==> src/rtl/tmds_pkg.sv <==
// Shared definitions for the TMDS receive lane: control-token codes, alignment
// FSM states and the token-to-control-bits lookup.
package tmds_pkg;

    localparam logic [9:0] TOKEN_C00 = 10'b1101010100;
    localparam logic [9:0] TOKEN_C01 = 10'b0010101011;
    localparam logic [9:0] TOKEN_C10 = 10'b0101010100;
    localparam logic [9:0] TOKEN_C11 = 10'b1010101011;

    typedef enum logic [1:0] {
        SEARCH = 2'd0,
        SLIP   = 2'd1,
        WAIT   = 2'd2,
        LOCKED = 2'd3
    } align_state_t;

    typedef struct packed {
        logic       is_token;
        logic [1:0] c;
    } token_t;

    function automatic token_t token_to_c(input logic [9:0] word);
        token_t t;
        t.is_token = 1'b1;
        t.c        = 2'b00;
        case (word)
            TOKEN_C00: t.c = 2'b00;
            TOKEN_C01: t.c = 2'b01;
            TOKEN_C10: t.c = 2'b10;
            TOKEN_C11: t.c = 2'b11;
            default:   t.is_token = 1'b0;
        endcase
        return t;
    endfunction

endpackage

==> src/rtl/tmds_channel_decoder_if.sv <==
// Lane-level bus between the deserializer/consumer side (master) and the
// channel decoder (slave).
interface tmds_channel_decoder_if;

    logic [9:0] in_tmds;
    logic       out_bitslip;
    logic       out_locked;
    logic [7:0] out_data;
    logic [1:0] out_c;
    logic       out_de;

    modport master (
        output in_tmds,
        input  out_bitslip,
        input  out_locked,
        input  out_data,
        input  out_c,
        input  out_de
    );

    modport slave (
        input  in_tmds,
        output out_bitslip,
        output out_locked,
        output out_data,
        output out_c,
        output out_de
    );

endinterface

==> src/rtl/tmds_word_decode.sv <==
// Purely combinational 10b-to-8b TMDS word decoder: flags control tokens and
// undoes the optional inversion and XOR/XNOR transition coding of data words.
module tmds_word_decode
    import tmds_pkg::*;
(
    input  logic [9:0] word,
    output logic       is_token,
    output logic [1:0] c,
    output logic [7:0] data
);

    token_t     tok;
    logic [7:0] d;

    always_comb begin
        tok      = token_to_c(word);
        is_token = tok.is_token;
        c        = tok.c;
        d        = word[9] ? ~word[7:0] : word[7:0];
        data     = '0;
        if (!tok.is_token) begin
            data[0] = d[0];
            for (int i = 1; i < 8; i++) begin
                data[i] = word[8] ? (d[i] ^ d[i-1]) : ~(d[i] ^ d[i-1]);
            end
        end
    end

endmodule

==> src/rtl/tmds_channel_decoder.sv <==
// One TMDS receive lane: two-stage decode pipeline plus the bitslip-driven
// word-alignment FSM that hunts for stable runs of control tokens.
module tmds_channel_decoder
    import tmds_pkg::*;
#(
    parameter int C_lock_tokens   = 8,
    parameter int C_search_window = 1024,
    parameter int C_slip_wait     = 16
) (
    input  logic clk_pixel,
    input  logic reset,
    tmds_channel_decoder_if.slave bus
);

    localparam int RUN_W  = $clog2(C_lock_tokens + 1);
    localparam int WIN_W  = $clog2(C_search_window);
    localparam int WAIT_W = $clog2(C_slip_wait);

    localparam logic [RUN_W-1:0]  RUN_FULL  = RUN_W'(C_lock_tokens);
    localparam logic [WIN_W-1:0]  WIN_LAST  = WIN_W'(C_search_window - 1);
    localparam logic [WAIT_W-1:0] WAIT_LAST = WAIT_W'(C_slip_wait - 1);

    logic [9:0]        s1_word;
    logic              dec_is_token;
    logic [1:0]        dec_c;
    logic [7:0]        dec_data;
    logic [7:0]        data_q;
    logic [1:0]        c_q;
    logic              de_q;

    logic [RUN_W-1:0]  token_run;
    logic [WIN_W-1:0]  window;
    logic [WAIT_W-1:0] wait_cnt;
    logic              run_full;
    logic              window_last;
    logic              wait_done;

    align_state_t      state;
    align_state_t      state_next;
    logic              bitslip;
    logic              locked;
    logic              clear_counters;

    tmds_word_decode u_decode (
        .word     (s1_word),
        .is_token (dec_is_token),
        .c        (dec_c),
        .data     (dec_data)
    );

    always_ff @(posedge clk_pixel or posedge reset) begin
        if (reset) begin
            s1_word <= '0;
            data_q  <= '0;
            c_q     <= '0;
            de_q    <= 1'b0;
        end else begin
            s1_word <= bus.in_tmds;
            data_q  <= dec_data;
            de_q    <= ~dec_is_token;
            if (dec_is_token) begin
                c_q <= dec_c;
            end
        end
    end

    assign run_full    = (token_run == RUN_FULL);
    assign window_last = (window == WIN_LAST);
    assign wait_done   = (wait_cnt == WAIT_LAST);

    // A completed token run always beats window expiry in the same cycle.
    always_ff @(posedge clk_pixel or posedge reset) begin
        if (reset) begin
            token_run <= '0;
            window    <= '0;
            wait_cnt  <= '0;
        end else begin
            if (clear_counters) begin
                token_run <= '0;
                window    <= '0;
            end else begin
                if (!dec_is_token) begin
                    token_run <= '0;
                end else if (!run_full) begin
                    token_run <= token_run + RUN_W'(1);
                end
                window <= run_full ? '0 : window + WIN_W'(1);
            end
            if (state == WAIT && !wait_done) begin
                wait_cnt <= wait_cnt + WAIT_W'(1);
            end else begin
                wait_cnt <= '0;
            end
        end
    end

    always_ff @(posedge clk_pixel or posedge reset) begin
        if (reset) begin
            state <= SEARCH;
        end else begin
            state <= state_next;
        end
    end

    always_comb begin
        state_next = state;
        case (state)
            SEARCH: begin
                if (run_full) begin
                    state_next = LOCKED;
                end else if (window_last) begin
                    state_next = SLIP;
                end
            end
            SLIP:   state_next = WAIT;
            WAIT:   if (wait_done) state_next = SEARCH;
            LOCKED: if (!run_full && window_last) state_next = SEARCH;
            default: state_next = SEARCH;
        endcase
    end

    // Counters are held clear while the deserializer settles after a slip.
    always_comb begin
        bitslip        = 1'b0;
        locked         = 1'b0;
        clear_counters = 1'b0;
        case (state)
            SLIP: begin
                bitslip        = 1'b1;
                clear_counters = 1'b1;
            end
            WAIT: clear_counters = 1'b1;
            LOCKED: begin
                locked         = 1'b1;
                clear_counters = !run_full && window_last;
            end
            default: ;
        endcase
    end

    assign bus.out_bitslip = bitslip;
    assign bus.out_locked  = locked;
    assign bus.out_data    = data_q;
    assign bus.out_c       = c_q;
    assign bus.out_de      = de_q;

endmodule

==> src/flat_wrapper.sv <==
// flat-port wrapper written by rule: the top's interface ports become plain ports
module tmds_channel_decoder_flat import tmds_pkg::*;
#(
    parameter int C_lock_tokens   = 8,
    parameter int C_search_window = 1024,
    parameter int C_slip_wait     = 16
)
  (clk_pixel, reset, bus_in_tmds, bus_out_bitslip, bus_out_locked, bus_out_data, bus_out_c, bus_out_de);
  tmds_channel_decoder_if bus_i ();
  input  logic clk_pixel;
  input  logic reset;
  input wire logic [$bits(bus_i.in_tmds)-1:0] bus_in_tmds;
  output wire logic [$bits(bus_i.out_bitslip)-1:0] bus_out_bitslip;
  output wire logic [$bits(bus_i.out_locked)-1:0] bus_out_locked;
  output wire logic [$bits(bus_i.out_data)-1:0] bus_out_data;
  output wire logic [$bits(bus_i.out_c)-1:0] bus_out_c;
  output wire logic [$bits(bus_i.out_de)-1:0] bus_out_de;
  assign bus_i.in_tmds = bus_in_tmds;
  assign bus_out_bitslip = bus_i.out_bitslip;
  assign bus_out_locked = bus_i.out_locked;
  assign bus_out_data = bus_i.out_data;
  assign bus_out_c = bus_i.out_c;
  assign bus_out_de = bus_i.out_de;
  tmds_channel_decoder #(.C_lock_tokens(C_lock_tokens), .C_search_window(C_search_window), .C_slip_wait(C_slip_wait)) u_core (.clk_pixel(clk_pixel), .reset(reset), .bus(bus_i));
endmodule
==> config.mk <==
export PLATFORM = sky130hd
export DESIGN_NAME = tmds_channel_decoder_flat
export DESIGN_NICKNAME = d
export VERILOG_FILES = /design/src/rtl/tmds_pkg.sv /design/src/rtl/tmds_channel_decoder_if.sv /design/src/rtl/tmds_word_decode.sv /design/src/rtl/tmds_channel_decoder.sv /design/src/flat_wrapper.sv
export SDC_FILE = /design/constraint.sdc
export NUM_CORES = 1
export LEC_CHECK = 0
export BUFFER_PORTS_ARGS = -buffer_cell sky130_fd_sc_hd__buf_4
export CAP_MARGIN = 20
export CORE_MARGIN = 2
export CORE_UTILIZATION = 40
export CTS_CLUSTER_SIZE = 8
export DETAILED_ROUTE_END_ITERATION = 16
export GPL_TIMING_DRIVEN = 0
export HOLD_SLACK_MARGIN = 0.03
export PLACE_DENSITY_LB_ADDON = 0.2
export SLEW_MARGIN = 20
export SYNTH_ARGS = -nofsm -noshare
export SYNTH_HDL_FRONTEND = slang
export SYNTH_SLANG_ARGS = --single-unit
==> constraint.sdc <==
create_clock -name clk_pixel -period 1.8 [get_ports clk_pixel]
set_clock_uncertainty 0.2 [all_clocks]
set_input_delay 0.09 -clock clk_pixel [delete_from_list [all_inputs] [get_ports clk_pixel]]
set_output_delay 0.09 -clock clk_pixel [all_outputs]
set_load 0.02 [all_outputs]
# Word-level counts from Yosys, hierarchy flattened
# Index checks and enable logic that the tools add are counted.
# op_classes
n_addsub	3
n_eq_ne	14
muxes	25
bitwise	16
reduce_logical	8
# ops
cell	n
10-bit == test, second input constant	3
10-bit 2-to-1 mux	2
4-bit 2-to-1 mux	4
8-bit 2-to-1 mux	2
10-bit by 1-bit adder with 10-bit output, second input constant	1
10-bit by 8-bit == test with 1-bit output, second input constant	1
10-bit by 9-bit == test with 1-bit output, second input constant	1
1-bit 2-to-1 mux	10
4-bit by 1-bit adder with 4-bit output, second input constant	2
4-bit == test, second input constant	2
2-bit 2-to-1 mux	4
1-bit NOT	8
8-bit NOT	1
2-bit one-hot mux with 4 select lines	1
1-bit bitwise XOR	7
2-bit one-hot mux with 3 select lines	1
2-bit == test, second input constant	2
2-bit by 1-bit != test with 1-bit output, second input constant	2
4-bit OR reduction	1
3-bit by 1-bit != test with 1-bit output, second input constant	1
3-bit != test, second input constant	1
3-bit AND reduction	1
2-bit by 1-bit == test with 1-bit output, second input constant	1
1-bit logical AND	2
other kinds (4)	5
# totals
regBits	41
word_cells	74

# Longest topological paths before layout
# Gate-level depths: netlist of run 1.
# logic_depth
depth_word	6
depth_mapped	7

# Modules after synthesis
# A second synthesis of run 1 with hierarchy kept.
# hier_totals
cells_unflattened	161
area_unflattened_um2	1871.8
# by_module_without_submodules
module	instances	cells_each	area_each_um2	seq_area_each_um2
tmds_channel_decoder	1	128	1606.5	1026.0
tmds_word_decode	1	33	265.3	0.0

# Worst setup path after synthesis of run 1
# OpenSTA, ideal clock, no wires.
# synth_timing
kind	reg-to-reg
from	reg u_core.s1_word[5]
to	reg u_core.token_run[3]
setup_time_ps	107
arrival_ps	1663
slack_ps	-169
path_stages_with_launch	7
path_buffers	1
synth_period_minus_slack_ps	1969
path_cell_list	dfrtp_1 -> or4_4 -> nor3_4 -> or2_1 -> buf_6 -> inv_4 -> a2111oi_4
# synth_between
elab_chain_len	5
word_cells_on_any_way	9
cone_classes	eq/ne: 5; mux: 3; reduce/logical: 1
# synth_lines
element	line_no	text
from (decl)	tmds_channel_decoder.sv:23	logic [9:0] s1_word;
from (signal assigned)	tmds_channel_decoder.sv:58	s1_word <= bus.in_tmds;
10-bit == test (tied with other cells)	tmds_pkg.sv:26	case (word)
4-bit OR reduction (no line) (*)	n/a	
1-bit 2-to-1 mux (*)	tmds_pkg.sv:26	
4-bit 2-to-1 mux	tmds_channel_decoder.sv:82	if (!dec_is_token) begin
4-bit 2-to-1 mux	tmds_channel_decoder.sv:78	if (clear_counters) begin
to (signal assigned)	tmds_channel_decoder.sv:85	token_run <= token_run + RUN_W'(1);
to (decl)	tmds_channel_decoder.sv:31	logic [RUN_W-1:0] token_run;
# Every way passes the cells marked *; elsewhere a longest branch is shown, timed or not.
# A chain may end at the register's enable or synchronous reset.

# Worst setup path in the final report of run 1
# layout_timing
from	reg u_core.s1_word[3]
to	reg u_core.token_run[3]
# The elaborated chain is that of the path after synthesis.

==> metrics.md, run 1 <==
| Metric | Value |
|---|---|
| Clk_lat worst skew | 0.29 ns |
| Overflow after GRT | 0 |
| Seq/Total Area, Yosys | 55.4% |
| Setup WS post-layout | -0.0343 ns |
| Commonest cells after routing, fill and taps aside | buf_4, dfrtp_1, xnor2_1 |
| Area of the core | 4410 µm² |
| Avg Synthesized Cell Area | 11.8 µm² |
| CP max stage cell | or4_4 |
| Post-Place Worst Slack | -0.283 ns |
| Critical-path cell list | or4_4 -> nor3_4 -> or2_1 -> buf_6 -> inv_6 -> a2111oi_4 |
| Final setup vio count | 7 |
| Synth Cell Area | 1850 µm² |
| Max Cap Violations | 0 |
| Crit path kind | reg -> reg |
| Final non-filler cell total | 270 |
| Fin util | 60.9% |
| Root Driver | clkbuf_8 |
| Number of global-route vias before repair | 1386 |
| Met3 Usage GRT | 4.72% |
| Top Ports | 25 |
| Critical path fanouts, max | 5 |
| H-tree Lvls | 2 |
| Worst rel slew slack | 69.3% |
| NumNets Final | 239 |
| Power per cell area | between 700 and 800 nW/µm² |
| Die Y | 72.0 µm |
| Post-synth EDFFs | 0 |
| Worst path max stage delay | 0.55 ns |
| Clk buf depth | 2 |
| Hold crit path type | in -> async |
| Total of warnings raised by yosys | 0 |
| TritonCTS clock tree | yes |
| Fmax | 0.545 GHz |
| Fin. Hold Viols | 0 |
| Setup crit end kind | flip-flop |
| Leak | between 0.001 and 0.0015 µW |
| Rows | 24 |
| # DRC | 0 |
| Pins Over Slew Limit | 0 |
| Req. time, crit path | 1.79 ns |
| Routed WL | 3.78 mm |
| Status | finished, violations left |
| Syn_nets | 178 |
| Worst Path Arrival | 1.83 ns |
| Port buffer count | 24 |
| Cell variety after synth | 39 |
| Wire per inst | 14.0 µm |
| GR Util met2 | 26.5% |
| DR vias | 1310 |
| Number of diodes | 0 |
| Unrepaired setup endpoints after global routing | true |
| Global-route wire length before repair | roughly 6.4 mm |
| Largest net degree at the start of global routing | 22 |
| Mapped Cells | 157 |
| Worst-path clk slew | around 0.080 ns |
| DRT Pass-1 Iters | 4 |
| Post-synth ARST share | 100% |
| Drt initial violations | 32 |
| Die ar. | 5190 µm² |
| Startpoint types | flip-flop |
| Violated checks | setup timing |
| Busiest grt layer | met2 |
| Initial antenna violation count | 0 |
| Fin crit period | 1.83 ns |
| Worst Tran Pin Value | approximately 0.46 ns |
| Met1 GRT Util | 19.5% |
| Die W | 72.0 µm |
| Final worst-path cycle share | 102% |
| GRT Resource Usage Total | ~16% |
| FF+latch count, synth | 41 |
| Inst Count DP | 234 |
| Area growth, synth to finish | 45.3% |
| Post-route ant nets | 0 |
| GPL Wtd Cong | just under 0.8 |
| Initial Util | a little over two fifths |
| Hpwl dp | 2.50 mm |
| Total CTS buffers | 5 |
| Main synth FF type | dfrtp_1 |
| Setup TNS | -0.122 ns |
| Worst VDD drop | 0.514 mV |
| Vias per cell | 4.85 |
| Share of cells above drive strength 1 | 40.4% |
| Sink Count | 41 |
## logic make-up (layout without fill, tap and decap cells)
logic type / count (synthesis) / in the layout / synth area share (%)
simple gates: 58 / 58 / 17.8
flops: 41 / 41 / 55.4
xor+xnor: 24 / 24 / 11.4
buf+inv: 14 / 75 / 3.45
fa+ha+maj: 9 / 9 / 6.08
compound gates: 7 / 7 / 3.72
mux: 4 / 4 / 2.23
## synth_stat cells, types with 2 or more instances
| library cell | number | area (µm²) |
|---|---|---|
| or3_1 | 2 | 12.5 |
| nand3b_1 | 2 | 15.0 |
| ha_1 | 9 | 113 |
| nand2_1 | 7 | 26.3 |
| nand4_1 | 4 | 25.0 |
| clkbuf_1 | 2 | 7.51 |
| and4_1 | 2 | 17.5 |
| xor2_1 | 9 | 78.8 |
| nor2_1 | 20 | 75.1 |
| nand3_1 | 5 | 25.0 |
| dfrtp_1 | 41 | 1030 |
| xnor2_1 | 15 | 131 |
| inv_1 | 9 | 33.8 |
| nor3_1 | 3 | 15.0 |
| mux2i_1 | 3 | 30.0 |
## sequential cells by signal (all words and copies together) (netlist names)
register / cells
u_core.token_run: 4
u_core.state: 2
u_core.bus.out_de: 1
u_core.window: 10
u_core.bus.out_c: 2
u_core.wait_cnt: 4
u_core.bus.out_data: 8
u_core.s1_word: 10
## power by group
group	leakage, µW	switching [µW]	internal [µW]
clock	0.0000540	302	403
sequential	0.000511	20.8	962
combinational	0.000643	109	112
## path summary, 6_finish.rpt
path / startpoint / to / slack [ns] / cells past startpoint
max in group asynchronous: reset / u_core.window[4] / 0.78 / 4
max reg2reg: u_core.s1_word[3] / u_core.token_run[3] / -0.03 / 6
min in group clk_pixel: bus_in_tmds[8] / u_core.s1_word[8] / 0.24 / 2
min: reset / u_core.bus.out_data[1] / 0.17 / 3
max: u_core.s1_word[3] / u_core.token_run[3] / -0.03 / 6
min reg2reg: u_core.wait_cnt[0] / u_core.wait_cnt[0] / 0.28 / 1
## through the flow
stage | total power (µW) | cell area, µm² | hold WS [ns]
floorplan | 1110 | 1870 | -0.0786
global placement | 1190 | 2120 | -0.000996
detailed placement | 1200 | 2140 | -0.0623
CTS | 1930 | 2520 | 0.190
global route | 2010 | 2690 | 0.200
finish | 1910 | 2690 | 0.166
## repair_timing
| action | CTS | global route |
|---|---|---|
| cloned | 1 | 0 |
| resized for setup | 19 | 29 |
| setup buffers | 13 | 5 |
| hold buffers | 11 | 0 |
| hold endpoints to repair | 51 | 0 |
| pin swaps | 7 | 13 |
| endpoints found under the setup margin | 25 | 26 |
## worst max-delay path, delay by kind of cell (launching register included)
family          cells  cell delay [ns]
compound gates      1             0.16
buf+inv             2             0.16
flops               1             0.38
simple gates        3             0.83
## cell type report
class,instances,area [µm²]
buffer,3,30.0
clock buffer,5,68.8
clock inverter,2,35.0
fill,349,1720
inverter,10,42.5
multi-input combinational,102,951
sequential,41,1030
tap,52,65.1
timing repair buffer,55,472
## layer usage
layer | vias up | wire length (µm)
met3 | 7 | 123
met5 | - | 0
met2 | 21 | 2000
met4 | 0 | 45
li1 | 643 | -
met1 | 639 | 1610
Power figures use the tool's default switching activity.
==> inputs of run 2 (changes only) <==
Clock period 1.8 ns to 1.95 ns, I/O delays scaled along.
==> run 2 against run 1 <==
The run now ends clean. Clock-buffer cell count rose by 1. Cell count fell by 2.6%. Largest power group unchanged. Flip-flop and latch count did not move. Register-to-register slack improved by 0.12 ns.
==> metrics.md, run 2 (same netlist as run 1, synthesis figures left out) <==
| Metric | Value |
|---|---|
| Initial antenna violation count | 0 (unchanged) |
| Leak | 0.00116 µW (-4.0%) |
| H-tree Lvls | 2 (unchanged) |
| Post-route ant nets | 0 (unchanged) |
| Rows | 24 (unchanged) |
| NumNets Final | 231 (-3.3%) |
| Root Driver | clkbuf_8 |
| Initial Util | 42.0% (unchanged) |
| Req. time, crit path | 1.92 ns (+0.13 ns) |
| Area growth, synth to finish | 34.3% |
| # DRC | 0 (unchanged) |
| GPL Wtd Cong | 0.779 (+0.66%) |
| Setup WS post-layout | 0.0873 ns (+0.122 ns) |
| Port buffer count | 24 (unchanged) |
| Worst VDD drop | 0.454 mV (-12%) |
| Inst Count DP | 234 (unchanged) |
| Number of diodes | 0 (unchanged) |
| Global-route wire length before repair | 5.93 mm (-6.9%) |
| Die ar. | 5190 µm² (unchanged) |
| Post-Place Worst Slack | -0.174 ns (+0.110 ns) |
| Power per cell area | 730 nW/µm² (+2.9%) |
| Hold_ws | 0.115 ns (-0.0509 ns) |
| Sink Count | 41 (unchanged) |
| Area of the multi-input gates | 810 µm² (-15%) |
| Status | finished clean |
| DRT Pass-1 Iters | 4 (unchanged) |
| Hold crit path type | in -> async |
| Final non-filler cell total | 263 (-2.6%) |
| Critical path fanouts, max | 8 (+3) |
| Number of global-route vias before repair | 1307 (-5.7%) |
| Total CTS buffers | 5 (unchanged) |
| Clk_lat worst skew | 0.28 ns (about the same) |
| Fmax | 0.537 GHz (-1.5%) |
| Sequential Area | 1030 µm² (+0.12%) |
| Top Ports | 25 (unchanged) |
| Final setup vio count | 0 (-7) |
| Hpwl dp | 2.42 mm (-3.2%) |
| Cell depth of the worst flop-to-flop path | 6 (unchanged) |
| Setup TNS | 0 ns (+0.122 ns) |
| Clk buf depth | 2 (unchanged) |
| Filler cells | 379 (+8.6%) |
| Overflow after GRT | 0 (unchanged) |
| Wire per inst | 13.0 µm (-7.3%) |
| Fin util | 56.3% (-4.6 points) |
| Worst rel slew slack | 76.3% (+7.0 points) |
| DR vias | 1283 (-2.1%) |
| Area of the core | 4410 µm² (unchanged) |
| Die Y | 72.0 µm (unchanged) |
| Die W | 72.0 µm (unchanged) |
| Largest net degree at the start of global routing | 30 (+36%) |
| Worst-path clk slew | 0.08 ns (about the same) |
| Commonest cells after routing, fill and taps aside | dfrtp_1, buf_4, nor2_1 |
| Max Cap Violations | 0 (unchanged) |
| Fin. Hold Viols | 0 (unchanged) |
| TritonCTS clock tree | yes |
| GRT Resource Usage Total | 14.7% (-1.3 points) |
| Startpoint types | flip-flop |
| Pins Over Slew Limit | 0 (unchanged) |
| Fin crit period | 1.86 ns (+0.0284 ns) |
| Drt initial violations | 56 (+75%) |
| Setup crit end kind | flip-flop |
| Most common cell after layout, fill and taps aside | dfrtp_1 |
| Worst Tran Pin Value | 0.356 ns (-0.104 ns) |
| Vias per cell | 4.88 (+0.55%) |
| Share of cells above drive strength 1 | 31.3% (-9.1 points) |
| Final worst-path cycle share | 95.5% (-6.4 points) |
| Routed WL | 3.41 mm (-9.7%) |
| Worst Path Arrival | 1.84 ns (about the same) |
| Crit path kind | reg -> reg |
==> run 2: cell types whose count changed in the layout (fill, tap and decap cells not counted), sizes merged <==
cell,delta
clkinv,-1
clkbuf,+1
clkinvlp,+1
buf,-8
==> run 2: critical path, cell delays in order, from the launching register on <==
cell,delay [ns]
dfrtp_2,0.41
or4_4,0.54
nor3_4,0.14
or2_1,0.14
buf_6,0.12
buf_4,0.14
nor2_1,0.06
==> run 2: per-layer routing <==
layer / track usage (%) / wire length, µm
met1: 19.1 / 1620
met2: 23.7 / 1650
met3: 4.58 / 106
met4: 4.40 / 31
met5: 0 / 0
==> run 2: layout make-up <==
| type | count | area share [%] |
|---|---|---|
| clock inverters | 2 | 1.51 |
| inverters | 10 | 1.81 |
| well taps | 52 | 2.62 |
| repair buffers | 47 | 15.8 |
| multi-input cells | 102 | 32.6 |
| clock buffers | 6 | 3.32 |
| plain buffers | 3 | 1.06 |
| flip-flops and latches | 41 | 41.3 |
==> run 2: path summary, 6_finish.rpt <==
check,to,slack (ns),from
max,u_core.bus.out_data[6],0.09,u_core.s1_word[0]
min reg2reg,u_core.wait_cnt[0],0.27,u_core.wait_cnt[0]
min in group clk_pixel,u_core.s1_word[5],0.25,bus_in_tmds[5]
min,u_core.state[1],0.12,reset
max in group asynchronous,u_core.s1_word[0],0.99,reset
max reg2reg,u_core.bus.out_data[6],0.09,u_core.s1_word[0]
==> run 2: where the power goes <==
| group | switching, µW | internal, µW |
|---|---|---|
| logic | 100 | 101 |
| clock network | 291 | 416 |
| registers | 20.3 | 888 |
| total | 411 | 1410 |
==> run 2: what timing repair did <==
action	in CTS	in global routing
resized for setup	9	9
hold endpoints to repair	51	0
hold buffers	11	0
buffers inserted	9	2
setup endpoints to repair	16	23
pin swaps	5	4
==> run 2: metrics by stage <==
step                total power [µW]  cell area [µm²]
floorplan                       1020             1850
global placement                1100             2100
detailed placement              1110             2120
CTS                             1830             2440
global route                    1890             2490
finish                          1820             2490
